### src/rtl/palt_nios_sys_nios_oci_dct_packer_if.sv
// rtl/palt_nios_sys_nios_oci_dct_packer_if.sv - code input and frame output handshake bundle
interface palt_nios_sys_nios_oci_dct_packer_if;
  logic        code_valid;
  logic [1:0]  dct_code;
  logic        flush;
  logic        frame_ready;
  logic        frame_valid;
  logic [35:0] frame_data;

  modport master (
    output code_valid, dct_code, flush, frame_ready,
    input  frame_valid, frame_data
  );

  modport slave (
    input  code_valid, dct_code, flush, frame_ready,
    output frame_valid, frame_data
  );
endinterface

### src/rtl/palt_nios_sys_nios_oci_dct_packer.sv
// rtl/palt_nios_sys_nios_oci_dct_packer.sv - packs 2-bit DCT trace codes into 36-bit frames
// Optional saturating overflow counter on ovf_count when PALT_NIOS_DCT_OVF_CNT_EN is defined.
module palt_nios_sys_nios_oci_dct_packer #(
  parameter int MAX_CODES = 15,
  parameter int OVF_CNT_W = 8
) (
  input  logic                   clk,
  input  logic                   reset_n,
  input  logic                   trc_on,
  palt_nios_sys_nios_oci_dct_packer_if.slave bus,
  output logic [2*MAX_CODES-1:0] dct_buffer,
  output logic [3:0]             dct_count,
  output logic                   dct_ovf
`ifdef PALT_NIOS_DCT_OVF_CNT_EN
  ,
  output logic [OVF_CNT_W-1:0]   ovf_count
`endif
);
  localparam int         BUF_W = 2 * MAX_CODES;
  localparam logic [3:0] FULL  = 4'(MAX_CODES);

  typedef enum logic [1:0] {S_DISABLED, S_COLLECT, S_DRAIN} state_t;

  state_t             state, state_n;
  logic               slot_free, full, flush_req, flush_pend;
  logic               form, drop, pend_n;
  logic [BUF_W-1:0]   buf_n, frm_buf;
  logic [3:0]         cnt_n, frm_cnt;

  always_ff @(posedge clk or negedge reset_n) begin
    if (!reset_n) state <= S_DISABLED;
    else          state <= state_n;
  end

  // Drain lingers only while a partial buffer waits for the output slot.
  always_comb begin
    state_n = state;
    case (state)
      S_DISABLED: if (trc_on) state_n = S_COLLECT;
      S_COLLECT:  if (!trc_on) state_n = S_DRAIN;
      S_DRAIN:    if (dct_count == 4'd0 || slot_free) state_n = S_DISABLED;
      default:    state_n = S_DISABLED;
    endcase
  end

  always_comb begin
    slot_free = !bus.frame_valid || bus.frame_ready;
    full      = (dct_count == FULL);
    flush_req = bus.flush || flush_pend;
    drop      = 1'b0;
    form      = 1'b0;
    pend_n    = 1'b0;
    buf_n     = dct_buffer;
    cnt_n     = dct_count;
    frm_buf   = dct_buffer;
    frm_cnt   = dct_count;
    case (state)
      S_COLLECT: begin
        if (bus.code_valid) begin
          if (full && !slot_free) begin
            drop = 1'b1;
          end else if (full) begin
            // Deferred full frame leaves now; the new code opens the next buffer.
            form  = 1'b1;
            buf_n = {{(BUF_W-2){1'b0}}, bus.dct_code};
            cnt_n = 4'd1;
          end else begin
            buf_n = {dct_buffer[BUF_W-3:0], bus.dct_code};
            cnt_n = dct_count + 4'd1;
          end
        end
        if (!form) begin
          frm_buf = buf_n;
          frm_cnt = cnt_n;
          if (slot_free && (cnt_n == FULL || (flush_req && cnt_n != 4'd0))) begin
            form  = 1'b1;
            buf_n = '0;
            cnt_n = 4'd0;
          end else begin
            pend_n = flush_req && (cnt_n != 4'd0);
          end
        end
      end
      S_DRAIN: begin
        if (dct_count != 4'd0 && slot_free) begin
          form  = 1'b1;
          buf_n = '0;
          cnt_n = 4'd0;
        end
      end
      default: ;
    endcase
  end

  always_ff @(posedge clk or negedge reset_n) begin
    if (!reset_n) begin
      dct_buffer      <= '0;
      dct_count       <= 4'd0;
      flush_pend      <= 1'b0;
      dct_ovf         <= 1'b0;
      bus.frame_valid <= 1'b0;
      bus.frame_data  <= '0;
    end else begin
      dct_buffer <= buf_n;
      dct_count  <= cnt_n;
      flush_pend <= pend_n;
      dct_ovf    <= drop;
      if (form) begin
        bus.frame_valid <= 1'b1;
        bus.frame_data  <= {2'b10, frm_cnt, frm_buf};
      end else if (bus.frame_ready) begin
        bus.frame_valid <= 1'b0;
      end
    end
  end

`ifdef PALT_NIOS_DCT_OVF_CNT_EN
  logic trc_on_q;

  always_ff @(posedge clk or negedge reset_n) begin
    if (!reset_n) begin
      trc_on_q  <= 1'b0;
      ovf_count <= '0;
    end else begin
      trc_on_q <= trc_on;
      if (trc_on && !trc_on_q)
        ovf_count <= '0;
      else if (drop && !(&ovf_count))
        ovf_count <= ovf_count + 1'b1;
    end
  end
`endif

endmodule
### src/flat_wrapper.sv
// flat-port wrapper written by rule: the top's interface ports become plain ports
module palt_nios_sys_nios_oci_dct_packer_flat 
#(
  parameter int MAX_CODES = 15,
  parameter int OVF_CNT_W = 8
)
  (clk, reset_n, trc_on, dct_buffer, dct_count, dct_ovf, bus_code_valid, bus_dct_code, bus_flush, bus_frame_ready, bus_frame_valid, bus_frame_data);
  palt_nios_sys_nios_oci_dct_packer_if bus_i ();
  input  logic clk;
  input  logic reset_n;
  input  logic trc_on;
  output logic [2*MAX_CODES-1:0] dct_buffer;
  output logic [3:0] dct_count;
  output logic dct_ovf;
  input wire logic [$bits(bus_i.code_valid)-1:0] bus_code_valid;
  input wire logic [$bits(bus_i.dct_code)-1:0] bus_dct_code;
  input wire logic [$bits(bus_i.flush)-1:0] bus_flush;
  input wire logic [$bits(bus_i.frame_ready)-1:0] bus_frame_ready;
  output wire logic [$bits(bus_i.frame_valid)-1:0] bus_frame_valid;
  output wire logic [$bits(bus_i.frame_data)-1:0] bus_frame_data;
  assign bus_i.code_valid = bus_code_valid;
  assign bus_i.dct_code = bus_dct_code;
  assign bus_i.flush = bus_flush;
  assign bus_i.frame_ready = bus_frame_ready;
  assign bus_frame_valid = bus_i.frame_valid;
  assign bus_frame_data = bus_i.frame_data;
  palt_nios_sys_nios_oci_dct_packer #(.MAX_CODES(MAX_CODES), .OVF_CNT_W(OVF_CNT_W)) u_core (.clk(clk), .reset_n(reset_n), .trc_on(trc_on), .bus(bus_i), .dct_buffer(dct_buffer), .dct_count(dct_count), .dct_ovf(dct_ovf));
endmodule
### config.mk
export PLATFORM = sky130hd
export DESIGN_NAME = palt_nios_sys_nios_oci_dct_packer_flat
export DESIGN_NICKNAME = d
export VERILOG_FILES = /design/src/rtl/palt_nios_sys_nios_oci_dct_packer_if.sv /design/src/rtl/palt_nios_sys_nios_oci_dct_packer.sv /design/src/flat_wrapper.sv
export SDC_FILE = /design/constraint.sdc
export NUM_CORES = 1
export LEC_CHECK = 0
export CAP_MARGIN = 25
export CORE_ASPECT_RATIO = 1.2
export CORE_MARGIN = 3
export CORE_UTILIZATION = 45
export DETAILED_ROUTE_END_ITERATION = 7
export PLACE_DENSITY = 0.74
export RECOVER_POWER = 50
export SLEW_MARGIN = 20
export SYNTH_ARGS = -nofsm -noshare
export SYNTH_HDL_FRONTEND = slang
export SYNTH_SLANG_ARGS = --single-unit
### constraint.sdc
create_clock -name clk -period 3.5 [get_ports clk]
set_clock_uncertainty 0.15 [all_clocks]
set_input_delay 0.35 -clock clk [delete_from_list [all_inputs] [get_ports clk]]
set_output_delay 0.35 -clock clk [all_outputs]
set_load 0.01 [all_outputs]
==> results of run 1 <==
flip-flops by register name, indices dropped and copies added (netlist names):
register and flops:
u_core.state 2, u_core.bus.frame_data 35, u_core.dct_buffer 30, u_core.dct_ovf 1
u_core.flush_pend 1, u_core.dct_count 4, u_core.bus.frame_valid 1
power groups by stage:
stage	Combinational (uW)	Sequential [uW]	Clock, uW
floorplan	767	1130	0
global placement	1280	1090	0
detailed placement	1300	1090	0
CTS	1300	1080	668
global route	1380	1090	713
finish	1280	1070	655
path summary, 6_finish.rpt:
check,start,endpoint,slack [ns]
max reg2reg,u_core.dct_count[0],u_core.bus.frame_data[8],0.17
min,reset_n,u_core.state[0],0.32
min reg2reg,u_core.bus.frame_data[35],u_core.bus.frame_data[35],0.33
max,u_core.dct_count[0],u_core.bus.frame_data[8],0.17
max in group asynchronous,reset_n,u_core.dct_count[2],1.77
min in group clk,u_core.bus.frame_data[35],u_core.bus.frame_data[35],0.33
metal layers:
metal	global-route usage, %	share of wire [%]
met1	25.90	45
met2	29.63	47
met3	7.132	7.1
met4	6.257	1.1
met5	0	0
cell families after synthesis:
| logic type | Yosys count | synth area share, % |
|---|---|---|
| flip-flops | 74 | 51.98 |
| multiplexers | 64 | 20.27 |
| AO/OA/AOI/OAI | 63 | 14.68 |
| AND/OR/NAND/NOR | 43 | 6.392 |
| buffers and inverters | 30 | 4.215 |
| adder cells (fa/ha/maj) | 6 | 2.107 |
| other | 1 | 0.1053 |
| XOR/XNOR | 1 | 0.2459 |
layout make-up:
class	instances	area (sq um)	share of cell area, %
Sequential cell	74	1852	39.69
Tap cell	90	112.6	2.414
Clock buffer	10	137.6	2.950
Timing Repair Buffer	92	905.9	19.42
Multi-Input combinational cell	178	1565	33.55
Clock inverter	5	55.05	1.180
Inverter	10	37.54	0.8045
metrics by stage:
| stage | setup WS (ns) | utilization [%] | area [sq um] |
|---|---|---|---|
| finish | 0.1730 | 62.32 | 4666 |
| global placement | 0.1424 | 59.78 | 4476 |
| floorplan | 0.1815 | - | 3562 |
| detailed placement | 0.08716 | 59.78 | 4476 |
| global route | 0.03197 | 62.32 | 4666 |
| CTS | 0.1929 | 62.35 | 4668 |
placed cells by master (no fill, tap or decap), drive strengths merged, types with 3 or more instances in the layout:
cell type	count
dlygate4sd3	34
o21ai	5
nand2	5
nor3	3
a22o	32
inv	10
nand3	4
buf	14
a32o	3
mux2	62
clkbuf	11
a21oi	8
clkdlybuf4s50	43
dfrtp	74
nor2	17
ha	6
==> run metrics, run 1 <==
status finished with violations; failing checks max-capacitance violations, max-slew violations; H-tree Lvls 3; Ys Warns 0; Slew Limit Fails 75; CORE AREA 7487 sq um; hold_ws about 0.32 ns; share of the synthesized area in the top cell type between 50% and 60%; clk_lat worst skew about 0.35 ns; Num CTS Buffers 9; vias in the first global route approximately 2700; sw power ~1100 uW; top cells by count, synth 74 x dfrtp_1, 57 x mux2_2, 32 x a22o_1, 16 x nor2_1, 10 x inv_1; Unique masters post-synth 47; Placed Instances 444; worst stage delay on the critical path about 0.57 ns; row count 34; Top delay family on crit path simple AND/OR/NAND/NOR gates; CP Launch Type flop; Seq/Total Area, Yosys about 52%; share of layout cells above drive strength 1 between 20% and 30%; GRT Total Usage between 10% and 20%; switching share of power 36.14%; clock sinks 74; CP max-delay cell or4_4; Post CTS Setup Buffer Count 0; Worst Path Max Fanout 12; Post-DRT Antenna Nets 0; grt ovf 0; Clk pwr share a little over a fifth; Routability Congestion 0.9702; leakage power around 0.0023 uW; Levels on crit path 9; Setup violations, final 0; Vias/cell about 5.7; Synth Instances between 200 and 300; buffer levels on the longest clock path 2; Pwr Density roughly 650 nW/um^2; Seq cells post-synth 74; overall die area around 9000 sq um; Top Ports 80; Comb power frac 42.6%; dominant cell type by area after synthesis dfrtp_1; HPWL Detailed 5.490 mm; post-route insts no fill between 400 and 500; Reg2Reg Depth 9; # fillers between 500 and 600; top-count cell post-synth dfrtp_1; part of the power in registers a little over a third; part of the cycle the worst path needs a little over nine tenths; Worst Path Arrival 3.41 ns; first-pass GRT wire length roughly 14 mm; max-cap viol count 1; Post-synth EDFFs 0; largest net degree at the start of global routing between 70 and 80; die width 87.22 microns; Synth Area per Inst 12.63 sq um; unrepaired setup endpoints after global routing no; Crit Path Class reg -> reg; Initial Util between 40% and 50%; Vias 2611; CTS tree done; CP required roughly 3.6 ns; synthesized area 3562 sq um; internal power 1922 uW; CTS root buf clkbuf_8; Main synth FF type dfrtp_1; top cells by area, synth dfrtp_1 52%, mux2_2 18%, a22o_1 7.9%; Slew HR -21.50%; Resize count post-CTS 0; DRT Pass-1 Iters 4; final hold vios 0; Chip Height 103.5 microns; critical path capture point type flop; setup_tns 0 ns; overall power 3010 uW; ant diodes 0; Final Net Count about 380; DRC 0; syn_nets a little under 300; asr flop ratio synth 100.0%; VDD IR max around 0.41 mV; worst min path class in -> async; routed length per placed instance between 15 and 20 microns; Max Clk Rate approximately 0.3 GHz; CTS Hold Bufs 0; Port Buffers ~80; Least-Margin Pin Slew about 1.8 ns; initial detailed-routing violation count roughly 150; crit path buf inv count 1; worst path cell trace ha_1, nand3_2, o21a_1, mux2_4, or4_4, and2_4, a221oi_4, buf_4, mux2_2; Area growth, synth to finish 30.98%; final worst path period need between 3 and 4 ns; initial antenna violation count 0; drt total wl 8.253 mm; Reg clk slew, reported paths ~0.080 ns
No activity file was read; power rests on OpenSTA's default activity.
==> run 2: changes to the inputs <==
--- a/config.mk
+++ b/config.mk
@@ -5,14 +5,16 @@
 export SDC_FILE = /design/constraint.sdc
 export NUM_CORES = 1
 export LEC_CHECK = 0
-export CAP_MARGIN = 25
+export CAP_MARGIN = 20
 export CORE_ASPECT_RATIO = 1.2
 export CORE_MARGIN = 3
 export CORE_UTILIZATION = 45
 export DETAILED_ROUTE_END_ITERATION = 7
+export HOLD_SLACK_MARGIN = 0.06
 export PLACE_DENSITY = 0.74
 export RECOVER_POWER = 50
 export SLEW_MARGIN = 20
 export SYNTH_ARGS = -nofsm -noshare
 export SYNTH_HDL_FRONTEND = slang
 export SYNTH_SLANG_ARGS = --single-unit
+export TNS_END_PERCENT = 20
==> run metrics, run 2 (synthesized netlist as in run 1, its figures left out) <==
CTS tree done; status finished with violations; Top Ports 80; fin area roughly 4700 sq um; Hold Crit Depth 1; Routability Congestion ~0.97; routed length per placed instance 17.97 microns; Vias/cell about 5.7; Slew HR -21.45%; Worst Slack Setup Final 0.1794 ns; share of layout cells above drive strength 1 roughly 26%; leakage power about 0.0023 uW; Initial Util about 48%; max reg flops 35; ant diodes 0; setup_tns 0 ns; Final Net Count between 300 and 400; Resize count post-CTS 0; Worst Path Arrival ~3.4 ns; drt total wl 8.268 mm; Reg clk slew, reported paths 0.08 ns; unrepaired setup endpoints after global routing no; max-cap viol count 1; final worst path period need 3.321 ns; largest net degree at the start of global routing 75; # fillers just under 600; DRC 0; overall power roughly 3000 uW; first-pass GRT wire length approximately 14 mm; Worst Path Max Fanout 12; Chip Height 103.5 microns; GRT Total Usage between 15 and 20%; biggest regs u_core.bus.frame_data (35), u_core.dct_buffer (30), u_core.dct_count (4); grt ovf 0; Top reg by flops u_core.bus.frame_data; VDD IR max approximately 0.4 mV; Pwr Density 643.8 nW/um^2; Vias about 2600; CORE AREA 7487 sq um; final hold vios 0; DRT Pass-1 Iters 4; clk_lat worst skew 0.35 ns; Reg2Reg Depth 9; die width just under 90 microns; failing checks max-capacitance violations, max-slew violations; Post-DRT Antenna Nets 0; clock sinks 74; initial detailed-routing violation count 119; Post-DP Area between 4000 and 5000 sq um; worst min path class reg -> reg; Num CTS Buffers 9; Crit Path Class reg -> reg; pre-CTS setup slack a little under 0.09 ns; part of the cycle the worst path needs between 90% and 100%; H-tree Lvls 3; row count 34; Setup violations, final 0; Max Clk Rate 0.3012 GHz; CP Launch Type flop; vias in the first global route between 2000 and 3000; critical path capture point type flop; overall die area around 9000 sq um; Area growth, synth to finish 31.26%; buffer levels on the longest clock path 2; CTS root buf clkbuf_8; Slew Limit Fails between 70 and 80; CP required between 3 and 4 ns; Least-Margin Pin Slew 1.822 ns; initial antenna violation count 0; commonest non-fill, non-tap cell in the layout dfrtp_1; most frequent cells in the layout 74 x dfrtp_1, 57 x mux2_2, 43 x clkdlybuf4s50_1, 35 x dlygate4sd3_1, 32 x a22o_1; HPWL Detailed about 5.5 mm; reg-to-reg setup timing slack 0.18 ns; Port Buffers 78
run 2: path summary, 6_finish.rpt:
kind,to,startpoint
worst max-delay path,u_core.bus.frame_data[8],u_core.dct_count[0]
worst min-delay path,u_core.bus.frame_data[35],u_core.bus.frame_data[35]
worst max register to register,u_core.bus.frame_data[8],u_core.dct_count[0]
worst min register to register,u_core.bus.frame_data[35],u_core.bus.frame_data[35]
max in group asynchronous,u_core.dct_count[2],reset_n
min in group asynchronous,u_core.state[0],reset_n
run 2: area by class of cell:
cell class,instances,area [sq um],area share (%)
repair buffers,93,915.9,19.59
clock buffers,10,137.6,2.944
clock inverters,5,55.05,1.177
multi-input cells,178,1565,33.48
inverters,10,37.54,0.8028
flip-flops and latches,74,1852,39.60
well taps,90,112.6,2.408
run 2: worst max-delay path, cell delays in order (launching register included):
cell and delay (ns):
dfrtp_1 0.35, ha_1 0.28, nand3_2 0.18, o21a_1 0.27, mux2_4 0.33, or4_4 0.57, and2_4 0.17, a221oi_4 0.28
buf_4 0.27, mux2_2 0.35
run 2: where the power goes:
group	switching (uW)	total, uW	leakage, uW	internal (uW)
combinational	679	1280	0.00120	602
sequential	95.1	1070	0.00101	978
clock	314	656	0.0000941	342
total	1090	3010	0.00231	1920
run 2: repair_timing:
item,in CTS,in global routing
hold buffers,1,0
buffers inserted,0,0
hold endpoints to repair,74,0
run 2: routing by layer:
layer / GRT usage [%] / wire (microns)
met1: 25.90 / 3712
met3: 7.132 / 584
met4: 6.257 / 87
met2: 29.63 / 3884
met5: 0 / 0
run 2: per-stage QoR:
step | utilization, % | instances | hold WS [ns]
after floorplan | - | 282 | -0.09559
after global placement | 59.78 | 444 | 0.3073
after detailed placement | 59.78 | 444 | 0.3100
after CTS | 62.48 | 460 | 0.3318
after global routing | 62.45 | 460 | 0.3410
final | 62.45 | 460 | 0.3265
